### src/rtl/send_cmd_dispatcher_if.sv
// Doorbell in, per-port send commands out, plus queue/drop status.
interface send_cmd_dispatcher_if;
  logic [5:0]  pcie_send_control_start_ram_addr;
  logic        pcie_send_control_signal;
  logic        ddr_ready_ram_ready;
  logic [24:0] send_packet_1_control_start_ram_addr;
  logic        send_packet_1_control_cmd_send;
  logic [24:0] send_packet_2_control_start_ram_addr;
  logic        send_packet_2_control_cmd_send;
  logic        overflow;
  logic [7:0]  drop_count;
  logic [5:0]  pending_1;
  logic [5:0]  pending_2;

  modport master (
    output pcie_send_control_start_ram_addr, pcie_send_control_signal, ddr_ready_ram_ready,
    input  send_packet_1_control_start_ram_addr, send_packet_1_control_cmd_send,
    input  send_packet_2_control_start_ram_addr, send_packet_2_control_cmd_send,
    input  overflow, drop_count, pending_1, pending_2
  );

  modport slave (
    input  pcie_send_control_start_ram_addr, pcie_send_control_signal, ddr_ready_ram_ready,
    output send_packet_1_control_start_ram_addr, send_packet_1_control_cmd_send,
    output send_packet_2_control_start_ram_addr, send_packet_2_control_cmd_send,
    output overflow, drop_count, pending_1, pending_2
  );
endinterface

### src/rtl/send_cmd_dispatcher.sv
// Turns PCIe send doorbells into spaced send-command pulses for two packet
// senders. Each port owns a queue of DDR start addresses and a small FSM.
module send_cmd_dispatcher #(
  parameter logic [24:0] BASE_ADDR  = 25'd0,
  parameter int          SLOT_SHIFT = 11,
  parameter int          FIFO_DEPTH = 8,
  parameter int          CMD_GAP    = 64
) (
  input logic                 clock_clk,
  input logic                 reset_reset,
  send_cmd_dispatcher_if.slave bus
);
  localparam int AW = $clog2(FIFO_DEPTH);
  localparam int CW = AW + 1;

  typedef enum logic [1:0] {IDLE, ISSUE, HOLDOFF} st_e;

  logic          sig_q;
  logic          evt;
  logic          tgt;
  logic [24:0]   new_addr;
  st_e           st_q    [2];
  st_e           st_d    [2];
  logic [15:0]   cnt_q   [2];
  logic [15:0]   cnt_d   [2];
  logic [CW-1:0] count_q [2];
  logic [AW-1:0] wr_q    [2];
  logic [AW-1:0] rd_q    [2];
  logic [24:0]   mem_q   [2][FIFO_DEPTH];
  logic [24:0]   addr_q  [2];
  logic [1:0]    cmd_q;
  logic [1:0]    push;
  logic [1:0]    pop;
  logic          drop;
  logic          ovf_q;
  logic [7:0]    drop_q;

  // Rising edge of the doorbell level is one request; slot LSB picks the port.
  assign evt      = bus.pcie_send_control_signal & ~sig_q;
  assign tgt      = bus.pcie_send_control_start_ram_addr[0];
  assign new_addr = BASE_ADDR + (25'(bus.pcie_send_control_start_ram_addr) << SLOT_SHIFT);

  // Accept or drop the request; a full queue still accepts if it pops this cycle.
  always_comb begin
    push = '0;
    pop  = '0;
    drop = 1'b0;
    for (int p = 0; p < 2; p++) pop[p] = (st_q[p] == ISSUE);
    if (evt) begin
      if (count_q[tgt] != CW'(FIFO_DEPTH) || pop[tgt]) push[tgt] = 1'b1;
      else                                              drop      = 1'b1;
    end
  end

  // Per-port FSM: wait for work and DDR, issue one entry, then hold off.
  always_comb begin
    for (int p = 0; p < 2; p++) begin
      st_d[p]  = st_q[p];
      cnt_d[p] = cnt_q[p];
      case (st_q[p])
        IDLE:    if (count_q[p] != '0 && bus.ddr_ready_ram_ready) st_d[p] = ISSUE;
        ISSUE: begin
          st_d[p]  = HOLDOFF;
          cnt_d[p] = 16'(CMD_GAP);
        end
        HOLDOFF: begin
          // Counter reaches 0 on the last HOLDOFF cycle, giving CMD_GAP+2 spacing.
          cnt_d[p] = cnt_q[p] - 16'd1;
          if (cnt_q[p] == 16'd1) st_d[p] = IDLE;
        end
        default: st_d[p] = IDLE;
      endcase
    end
  end

  // Queue storage is not reset; occupancy and pointers define validity.
  always_ff @(posedge clock_clk) begin
    for (int p = 0; p < 2; p++)
      if (push[p]) mem_q[p][wr_q[p]] <= new_addr;
  end

  // State, queue bookkeeping, registered outputs and drop statistics.
  always_ff @(posedge clock_clk) begin
    if (reset_reset) begin
      sig_q  <= 1'b1;
      cmd_q  <= '0;
      ovf_q  <= 1'b0;
      drop_q <= '0;
      for (int p = 0; p < 2; p++) begin
        st_q[p]    <= IDLE;
        cnt_q[p]   <= '0;
        count_q[p] <= '0;
        wr_q[p]    <= '0;
        rd_q[p]    <= '0;
        addr_q[p]  <= '0;
      end
    end else begin
      sig_q <= bus.pcie_send_control_signal;
      for (int p = 0; p < 2; p++) begin
        st_q[p]    <= st_d[p];
        cnt_q[p]   <= cnt_d[p];
        count_q[p] <= count_q[p] + CW'(push[p]) - CW'(pop[p]);
        cmd_q[p]   <= pop[p];
        if (push[p]) wr_q[p] <= wr_q[p] + AW'(1);
        if (pop[p]) begin
          rd_q[p]   <= rd_q[p] + AW'(1);
          addr_q[p] <= mem_q[p][rd_q[p]];
        end
      end
      if (drop) begin
        ovf_q <= 1'b1;
        if (drop_q != 8'hFF) drop_q <= drop_q + 8'd1;
      end
    end
  end

  assign bus.send_packet_1_control_start_ram_addr = addr_q[0];
  assign bus.send_packet_1_control_cmd_send       = cmd_q[0];
  assign bus.send_packet_2_control_start_ram_addr = addr_q[1];
  assign bus.send_packet_2_control_cmd_send       = cmd_q[1];
  assign bus.overflow                             = ovf_q;
  assign bus.drop_count                           = drop_q;
  assign bus.pending_1                            = 6'(count_q[0]);
  assign bus.pending_2                            = 6'(count_q[1]);
endmodule

### src/flat_wrapper.sv
// flat-port wrapper written by rule: the top's interface ports become plain ports
module send_cmd_dispatcher_flat 
#(
  parameter logic [24:0] BASE_ADDR  = 25'd0,
  parameter int          SLOT_SHIFT = 11,
  parameter int          FIFO_DEPTH = 8,
  parameter int          CMD_GAP    = 64
)
  (clock_clk, reset_reset, bus_pcie_send_control_start_ram_addr, bus_pcie_send_control_signal, bus_ddr_ready_ram_ready, bus_send_packet_1_control_start_ram_addr, bus_send_packet_1_control_cmd_send, bus_send_packet_2_control_start_ram_addr, bus_send_packet_2_control_cmd_send, bus_overflow, bus_drop_count, bus_pending_1, bus_pending_2);
  send_cmd_dispatcher_if bus_i ();
  input logic clock_clk;
  input logic reset_reset;
  input wire logic [$bits(bus_i.pcie_send_control_start_ram_addr)-1:0] bus_pcie_send_control_start_ram_addr;
  input wire logic [$bits(bus_i.pcie_send_control_signal)-1:0] bus_pcie_send_control_signal;
  input wire logic [$bits(bus_i.ddr_ready_ram_ready)-1:0] bus_ddr_ready_ram_ready;
  output wire logic [$bits(bus_i.send_packet_1_control_start_ram_addr)-1:0] bus_send_packet_1_control_start_ram_addr;
  output wire logic [$bits(bus_i.send_packet_1_control_cmd_send)-1:0] bus_send_packet_1_control_cmd_send;
  output wire logic [$bits(bus_i.send_packet_2_control_start_ram_addr)-1:0] bus_send_packet_2_control_start_ram_addr;
  output wire logic [$bits(bus_i.send_packet_2_control_cmd_send)-1:0] bus_send_packet_2_control_cmd_send;
  output wire logic [$bits(bus_i.overflow)-1:0] bus_overflow;
  output wire logic [$bits(bus_i.drop_count)-1:0] bus_drop_count;
  output wire logic [$bits(bus_i.pending_1)-1:0] bus_pending_1;
  output wire logic [$bits(bus_i.pending_2)-1:0] bus_pending_2;
  assign bus_i.pcie_send_control_start_ram_addr = bus_pcie_send_control_start_ram_addr;
  assign bus_i.pcie_send_control_signal = bus_pcie_send_control_signal;
  assign bus_i.ddr_ready_ram_ready = bus_ddr_ready_ram_ready;
  assign bus_send_packet_1_control_start_ram_addr = bus_i.send_packet_1_control_start_ram_addr;
  assign bus_send_packet_1_control_cmd_send = bus_i.send_packet_1_control_cmd_send;
  assign bus_send_packet_2_control_start_ram_addr = bus_i.send_packet_2_control_start_ram_addr;
  assign bus_send_packet_2_control_cmd_send = bus_i.send_packet_2_control_cmd_send;
  assign bus_overflow = bus_i.overflow;
  assign bus_drop_count = bus_i.drop_count;
  assign bus_pending_1 = bus_i.pending_1;
  assign bus_pending_2 = bus_i.pending_2;
  send_cmd_dispatcher #(.BASE_ADDR(BASE_ADDR), .SLOT_SHIFT(SLOT_SHIFT), .FIFO_DEPTH(FIFO_DEPTH), .CMD_GAP(CMD_GAP)) u_core (.clock_clk(clock_clk), .reset_reset(reset_reset), .bus(bus_i));
endmodule
### config.mk
export PLATFORM = sky130hd
export DESIGN_NAME = send_cmd_dispatcher_flat
export DESIGN_NICKNAME = d
export VERILOG_FILES = /design/src/rtl/send_cmd_dispatcher_if.sv /design/src/rtl/send_cmd_dispatcher.sv /design/src/flat_wrapper.sv
export SDC_FILE = /design/constraint.sdc
export NUM_CORES = 1
export LEC_CHECK = 0
export CORE_ASPECT_RATIO = 0.7
export CORE_MARGIN = 10
export CORE_UTILIZATION = 38
export DETAILED_ROUTE_END_ITERATION = 16
export GPL_TIMING_DRIVEN = 0
export PLACE_DENSITY = 0.55
export SYNTH_ARGS = -nofsm -noshare
export SYNTH_HDL_FRONTEND = slang
export SYNTH_SLANG_ARGS = --single-unit
### constraint.sdc
create_clock -name clock_clk -period 2.8 [get_ports clock_clk]
set_input_delay 0.56 -clock clock_clk [delete_from_list [all_inputs] [get_ports clock_clk]]
set_output_delay 0.56 -clock clock_clk [all_outputs]
set_load 0.03 [all_outputs]
# Word-level counts from Yosys, hierarchy flattened
# Memory sizes are Yosys's and may differ from the RTL's.
# Cells that the tools add are included.
word_totals:
  elab_cells: 126
  mem_count: 7
  register_bits: 12
  in_bits: 10
  mem_bits_rw: 202
  out_inout_bits: 73
classes:
  bitwise_logic: 18
  n_lt_le_gt_ge: 8
  eq_ne: 8
  n_reduce_logical: 12
  n_mux: 58
  n_addsub: 11
memory_table:
  columns: ["name", "depth", "word_bits", "rd", "rd_ports_with_merged_regs", "wr", "line_no", "rtl"]
  rows:
  - ["u_core.mem_q", 2, 48, 2, 0, 1, "send_cmd_dispatcher.sv:29", "logic [24:0] mem_q [2][FIFO_DEPTH];"]
  - ["u_core.addr_q", 2, 25, 2, 0, 2, "send_cmd_dispatcher.sv:30", "logic [24:0] addr_q [2];"]
  - ["u_core.cnt_q", 2, 16, 2, 0, 2, "send_cmd_dispatcher.sv:24", "logic [15:0] cnt_q [2];"]
  - ["u_core.count_q", 2, 4, 3, 0, 2, "send_cmd_dispatcher.sv:26", "logic [CW-1:0] count_q [2];"]
  - ["u_core.rd_q", 2, 3, 2, 0, 2, "send_cmd_dispatcher.sv:28", "logic [AW-1:0] rd_q [2];"]
  - ["u_core.wr_q", 2, 3, 2, 0, 2, "send_cmd_dispatcher.sv:27", "logic [AW-1:0] wr_q [2];"]
  - ["+1 memories", null, null, null, null, null, null, null]
ops:
  columns: ["op", "count"]
  rows:
  - ["$mux W200", 2]
  - ["$mux W25", 8]
  - ["$bmux W25 S3", 2]
  - ["$demux W25 S3", 2]
  - ["$mux W48", 2]
  - ["$pmux W16 S2", 2]
  - ["$reduce_or A48 Y1", 1]
  - ["$eq A16 B1 Y1 const B", 2]
  - ["$mux W16", 2]
  - ["$sub A16 B1 Y16 const B", 2]
  - ["$mux W1", 21]
  - ["$ge A4 B4 Y1 const B", 4]
  - ["$mux W2", 8]
  - ["$not A3 Y4", 4]
  - ["$add A3 B1 Y3 const B", 4]
  - ["$mux W3", 4]
  - ["$or A1 B1 Y1", 12]
  - ["$pmux W2 S3", 2]
  - ["$add A4 B1 Y4", 2]
  - ["$add A8 B1 Y8 const B", 1]
  - ["$lt A4 B1 Y1 const B", 2]
  - ["$mux W4", 2]
  - ["$ne A8 B8 Y1 const B", 1]
  - ["$reduce_bool A4 Y1", 2]
  - ["13 further kinds", 21]

# Depth between registers and ports, before layout
# An unclocked memory read counts as a cell.
logic_depth:
  ltp_word: 11
  mapped_depth: 12
  mapped_depth_nobuf: 12

# Least setup slack after synthesis
# Ideal clock, no wire load.
synth_timing:
  path_kind: "flip-flop to flip-flop"
  startpoint: "memory u_core.st_q[0][3] (netlist name)"
  endpoint: "memory u_core.count_q[1][2] (netlist name)"
  required_ns: 2.686
  path_stages_with_launch: 13
  path_buffers: 0
  t_arrival_ns: 2.222
  setup_ns: 0.114
  setup_slack_ns: 0.464
  cell_sequence: "dfxtp_1 inv_1 ha_1 nand4bb_1 nor3_1 nand3b_1 ha_1 inv_1 ha_1 inv_1 fa_1 xor2_1 nor2_1"
synth_rtl:
  columns: ["element", "line_no", "rtl"]
  rows:
  - ["start, declared", "send_cmd_dispatcher.sv:22", "st_e st_q [2];"]
  - ["end, declared", "send_cmd_dispatcher.sv:26", null]

==> PnR_summary.wiki <==
{| class="wikitable"
! Metric !! Value
|-
| Global-route wire length before repair || ~26 mm
|-
| Final cell utilization of the core || about 46%
|-
| Dominant cell type by area after synthesis || sky130_fd_sc_hd__edfxtp_1
|-
| Maximum number of pins on one net before global-route repair || 22
|-
| Post-detailed-route DRC marker count || 0
|-
| Post-DRT Antenna Nets || 0
|-
| Leakage power figure || between 3 and 4 nW
|-
| Cell at the root of the clock tree || sky130_fd_sc_hd__clkbuf_16
|-
| Smallest setup slack after layout || 0.1689 ns
|-
| Post-synthesis average cell area || 13.13 µm²
|-
| Number of inserted filler cells in the final layout || about 1900
|-
| Pre-antenna DRT Iters || 4
|-
| Type of element launching the critical path || register
|-
| Total of max-cap violations || 0
|-
| Final-stage net count || ~750
|-
| Cell area after layout || 0.009505 mm²
|-
| Standard-cell row count || 44
|-
| Total congestion overflow || 0
|-
| Count of endpoints failing setup in the final report || 0
|-
| Share of the clock period used by the worst path || between 90% and 100%
|-
| Most used flip-flop cell after synthesis || sky130_fd_sc_hd__edfxtp_1
|-
| Async S/R FF share, synth || 0%
|-
| Total count of max-transition violations in the final report || 0
|-
| Post-synthesis sequential area ratio || 59.38%
|-
| Distinct cells, synth || 52
|-
| Highest fanout seen on the critical path || 4
|-
| Initial core utilization || between 30% and 40%
|-
| Highest Clock Rate || approximately 380 MHz
|-
| Total count of hold-check failures in the final report || 0
|-
| Register bit total from synthesis || 176
|-
| Dpl hpwl || 11.95 mm
|-
| Clock sink count || between 150 and 200
|-
| Floorplan die height || approximately 140 µm
|-
| Least-Margin Pin Slew || between 1 and 1.5 ns
|-
| Ratio of total power to cell area || 981.0 mW/mm²
|-
| Status || completed
|-
| Average via count per standard cell || ~4.9
|-
| Total via count after detailed routing || 4839
|-
| Number of synthesized flops with an enable pin || 120
|-
| Chip width || between 150 and 200 µm
|-
| Req. time, crit path || approximately 3.1 ns
|-
| Source-to-sink clock delay at the later pin of the worst-skew pair || 0.42 ns
|-
| Final Total Pwr || ~9.3 mW
|-
| Synthesis-to-layout area growth || 19.47%
|-
| Setup repair after global routing missed its margin || no
|-
| Number of antenna violations at the first check in global routing || 1
|-
| RD Place Congestion || about 0.8
|-
| Clk slew on worst S/H paths || approximately 0.070 ns
|-
| I/O pins || between 80 and 90
|-
| Post-layout minimum cycle time || around 2.6 ns
|-
| Bufs on Longest Clock Path || 2
|-
| Global-route usage over all layers || roughly 12%
|-
| Share of final-layout standard cells stronger than drive strength 1 || around 18%
|-
| Worst VDD drop || 510.6 µV
|-
| Die ar. || 0.02722 mm²
|-
| Post-synth design cell area || 0.007956 mm²
|-
| Hold crit path type || reg2reg
|-
| Number of H-tree levels || 4
|-
| Iteration-0 DRC Markers || 273
|-
| Arrival time worst endpoint || a little under 3 ns
|-
| Total routed wirelength || 16.69 mm
|-
| Wire length per cell || approximately 17 µm
|-
| Gate Count Post-Synth || 606
|-
| Relative slew margins || approximately 28%
|-
| Number of warnings reported in the yosys synthesis log || 0
|-
| Endpoint type of the worst setup path || register
|-
| IO buf count || 40
|-
| Cell Area, Placed || roughly 0.0089 mm²
|-
| Fin Clk Skew || approximately 0.015 ns
|-
| Clock tree from TritonCTS || yes
|-
| Number of buffers inserted during clock tree synthesis || 17
|-
| Ant diodes || 0
|-
| Area contributors post-synth || sky130_fd_sc_hd__edfxtp_1, sky130_fd_sc_hd__dfxtp_1, sky130_fd_sc_hd__mux4_2
|-
| Core area || between 0.02 and 0.025 mm²
|-
| Critical Setup Path Class || reg2reg
|-
| Area share of the leading cell type in the synthesized netlist || a little under half
|-
| Worst slack at placement || -1.407 ns
|-
| Via count of the first global-routing pass || 4911
|}
==> registers in the layout, summed over array words and instances, names as in the netlist <==
register               cells
u_core.bus.overflow        1
u_core.cnt_q              32
u_core.addr_q             12
u_core.bus.drop_count      8
u_core.sig_q               1
u_core.wr_q                6
u_core.cmd_q               2
u_core.mem_q              96
u_core.count_q             8
u_core.st_q                4
u_core.rd_q                6
==> metal layers <==
metal | routed length [µm] | global-route usage (%) | vias up | share of wire, %
met1 | 8102 | 17.07 | 2384 | 49
li1 | - | - | 2329 | -
met2 | 7460 | 18.80 | 112 | 45
met4 | 207 | 3.633 | 0 | 1.2
met3 | 917 | 3.277 | 14 | 5.5
met5 | 0 | 0 | - | 0
==> cell usage after synthesis, types with 5 or more instances <==
master	n
sky130_fd_sc_hd__a21oi_1	17
sky130_fd_sc_hd__buf_4	42
sky130_fd_sc_hd__clkbuf_1	11
sky130_fd_sc_hd__dfxtp_1	56
sky130_fd_sc_hd__edfxtp_1	120
sky130_fd_sc_hd__ha_1	27
sky130_fd_sc_hd__inv_1	33
sky130_fd_sc_hd__mux2i_1	14
sky130_fd_sc_hd__mux4_2	24
sky130_fd_sc_hd__nand2_1	16
sky130_fd_sc_hd__nand2b_1	9
sky130_fd_sc_hd__nand3_1	8
sky130_fd_sc_hd__nand4_1	6
sky130_fd_sc_hd__nor2_1	74
sky130_fd_sc_hd__nor2b_1	7
sky130_fd_sc_hd__nor3_1	11
sky130_fd_sc_hd__nor3b_1	10
sky130_fd_sc_hd__nor4_1	10
sky130_fd_sc_hd__o21ai_0	14
sky130_fd_sc_hd__or3_1	5
sky130_fd_sc_hd__or4_1	5
sky130_fd_sc_hd__xnor2_1	15
sky130_fd_sc_hd__xor2_1	16
==> final cells by class <==
class	instances	area, µm²	share of cell area (%)
Sequential cell	176	4725	49.70
Multi-Input combinational cell	377	2904	30.55
Clock buffer	18	429.2	4.515
Buffer	61	417.9	4.396
Timing Repair Buffer	41	409.1	4.304
Tap cell	276	345.3	3.633
Clock inverter	14	151.4	1.593
Inverter	33	123.9	1.303
==> cells in the final DEF, fill, tap and decap left out, types with 3 or more instances in the layout <==
master,count
sky130_fd_sc_hd__nor2b_1,7
sky130_fd_sc_hd__conb_1,42
sky130_fd_sc_hd__nor3_1,8
sky130_fd_sc_hd__or2_2,4
sky130_fd_sc_hd__or3_1,5
sky130_fd_sc_hd__inv_1,33
sky130_fd_sc_hd__nand4b_1,4
sky130_fd_sc_hd__xor2_1,16
sky130_fd_sc_hd__nand4bb_1,3
sky130_fd_sc_hd__o21ai_0,14
sky130_fd_sc_hd__clkdlybuf4s50_1,39
sky130_fd_sc_hd__clkbuf_1,12
sky130_fd_sc_hd__nor3_2,3
sky130_fd_sc_hd__mux2i_1,14
sky130_fd_sc_hd__nor2_1,74
sky130_fd_sc_hd__nor3b_2,3
sky130_fd_sc_hd__a21oi_1,17
sky130_fd_sc_hd__nand2b_1,9
sky130_fd_sc_hd__nor3b_1,6
sky130_fd_sc_hd__nand4_1,6
sky130_fd_sc_hd__dfxtp_1,56
sky130_fd_sc_hd__mux2_2,3
sky130_fd_sc_hd__or3_2,3
sky130_fd_sc_hd__buf_4,43
sky130_fd_sc_hd__ha_1,27
sky130_fd_sc_hd__buf_2,3
sky130_fd_sc_hd__mux4_2,24
sky130_fd_sc_hd__or4_1,5
sky130_fd_sc_hd__nand3b_1,3
sky130_fd_sc_hd__xnor2_1,15
sky130_fd_sc_hd__nand3_1,8
sky130_fd_sc_hd__edfxtp_1,120
sky130_fd_sc_hd__nor4_1,9
sky130_fd_sc_hd__nand2_1,16
sky130_fd_sc_hd__inv_6,5
sky130_fd_sc_hd__clkbuf_16,17
==> cells by family (layout without fill, tap and decap cells) <==
logic type	count (synthesis)	in the layout	share of synthesized area, %
buf+inv	94	167	6.809
other cells	1	42	0.04713
simple gates	189	189	13.10
xor+xnor	31	31	3.412
flops	176	176	59.38
compound gates	45	45	3.522
mux	41	41	8.979
fa+ha+maj	29	29	4.749
==> final timing paths <==
path / slack (ns) / from / cells past startpoint / to
setup / recovery: 0.17 / u_core.st_q[0][3] / 12 / u_core.count_q[1][2]
hold / removal: 0.45 / u_core.bus.overflow / 2 / u_core.bus.overflow
setup reg to reg: 0.17 / u_core.st_q[0][3] / 12 / u_core.count_q[1][2]
hold reg to reg: 0.45 / u_core.bus.overflow / 2 / u_core.bus.overflow
==> repair_timing <==
| action | in CTS | in global routing |
|---|---|---|
| pin swaps | 0 | 0 |
| setup endpoints to repair | 103 | 11 |
| resized for setup | 12 | 1 |
| hold buffers | 0 | 0 |
| setup buffers | 0 | 1 |
==> worst max-delay path, cell delays in order (launching register included) <==
cell and delay [ns]:
sky130_fd_sc_hd__dfxtp_1 0.33, sky130_fd_sc_hd__inv_1 0.08, sky130_fd_sc_hd__ha_1 0.26, sky130_fd_sc_hd__nand4bb_1 0.28
sky130_fd_sc_hd__nor3_1 0.28, sky130_fd_sc_hd__nand3b_1 0.18, sky130_fd_sc_hd__ha_1 0.25, sky130_fd_sc_hd__inv_1 0.06
sky130_fd_sc_hd__ha_1 0.17, sky130_fd_sc_hd__inv_1 0.06, sky130_fd_sc_hd__fa_1 0.39, sky130_fd_sc_hd__xor2_1 0.15
sky130_fd_sc_hd__nor2_1 0.05
==> report_power, final <==
group	switching [mW]	leakage (nW)	internal (mW)	total [mW]
Sequential	0.395	1.57	3.22	3.62
Clock	1.06	0.283	1.26	2.32
Combinational	1.91	1.55	1.47	3.38
Total	3.37	3.41	5.96	9.32
==> metrics by stage <==
stage | hold WS [ns] | TNS [ns] | std cells
after floorplan | 0.4586 | 0 | 647
after global placement | 0.4491 | -94.69 | 963
after detailed placement | 0.4444 | -106.00 | 963
after CTS | 0.4561 | 0 | 995
after global routing | 0.4892 | 0 | 996
final | 0.4495 | 0 | 996
Power figures use the tool's default switching activity.
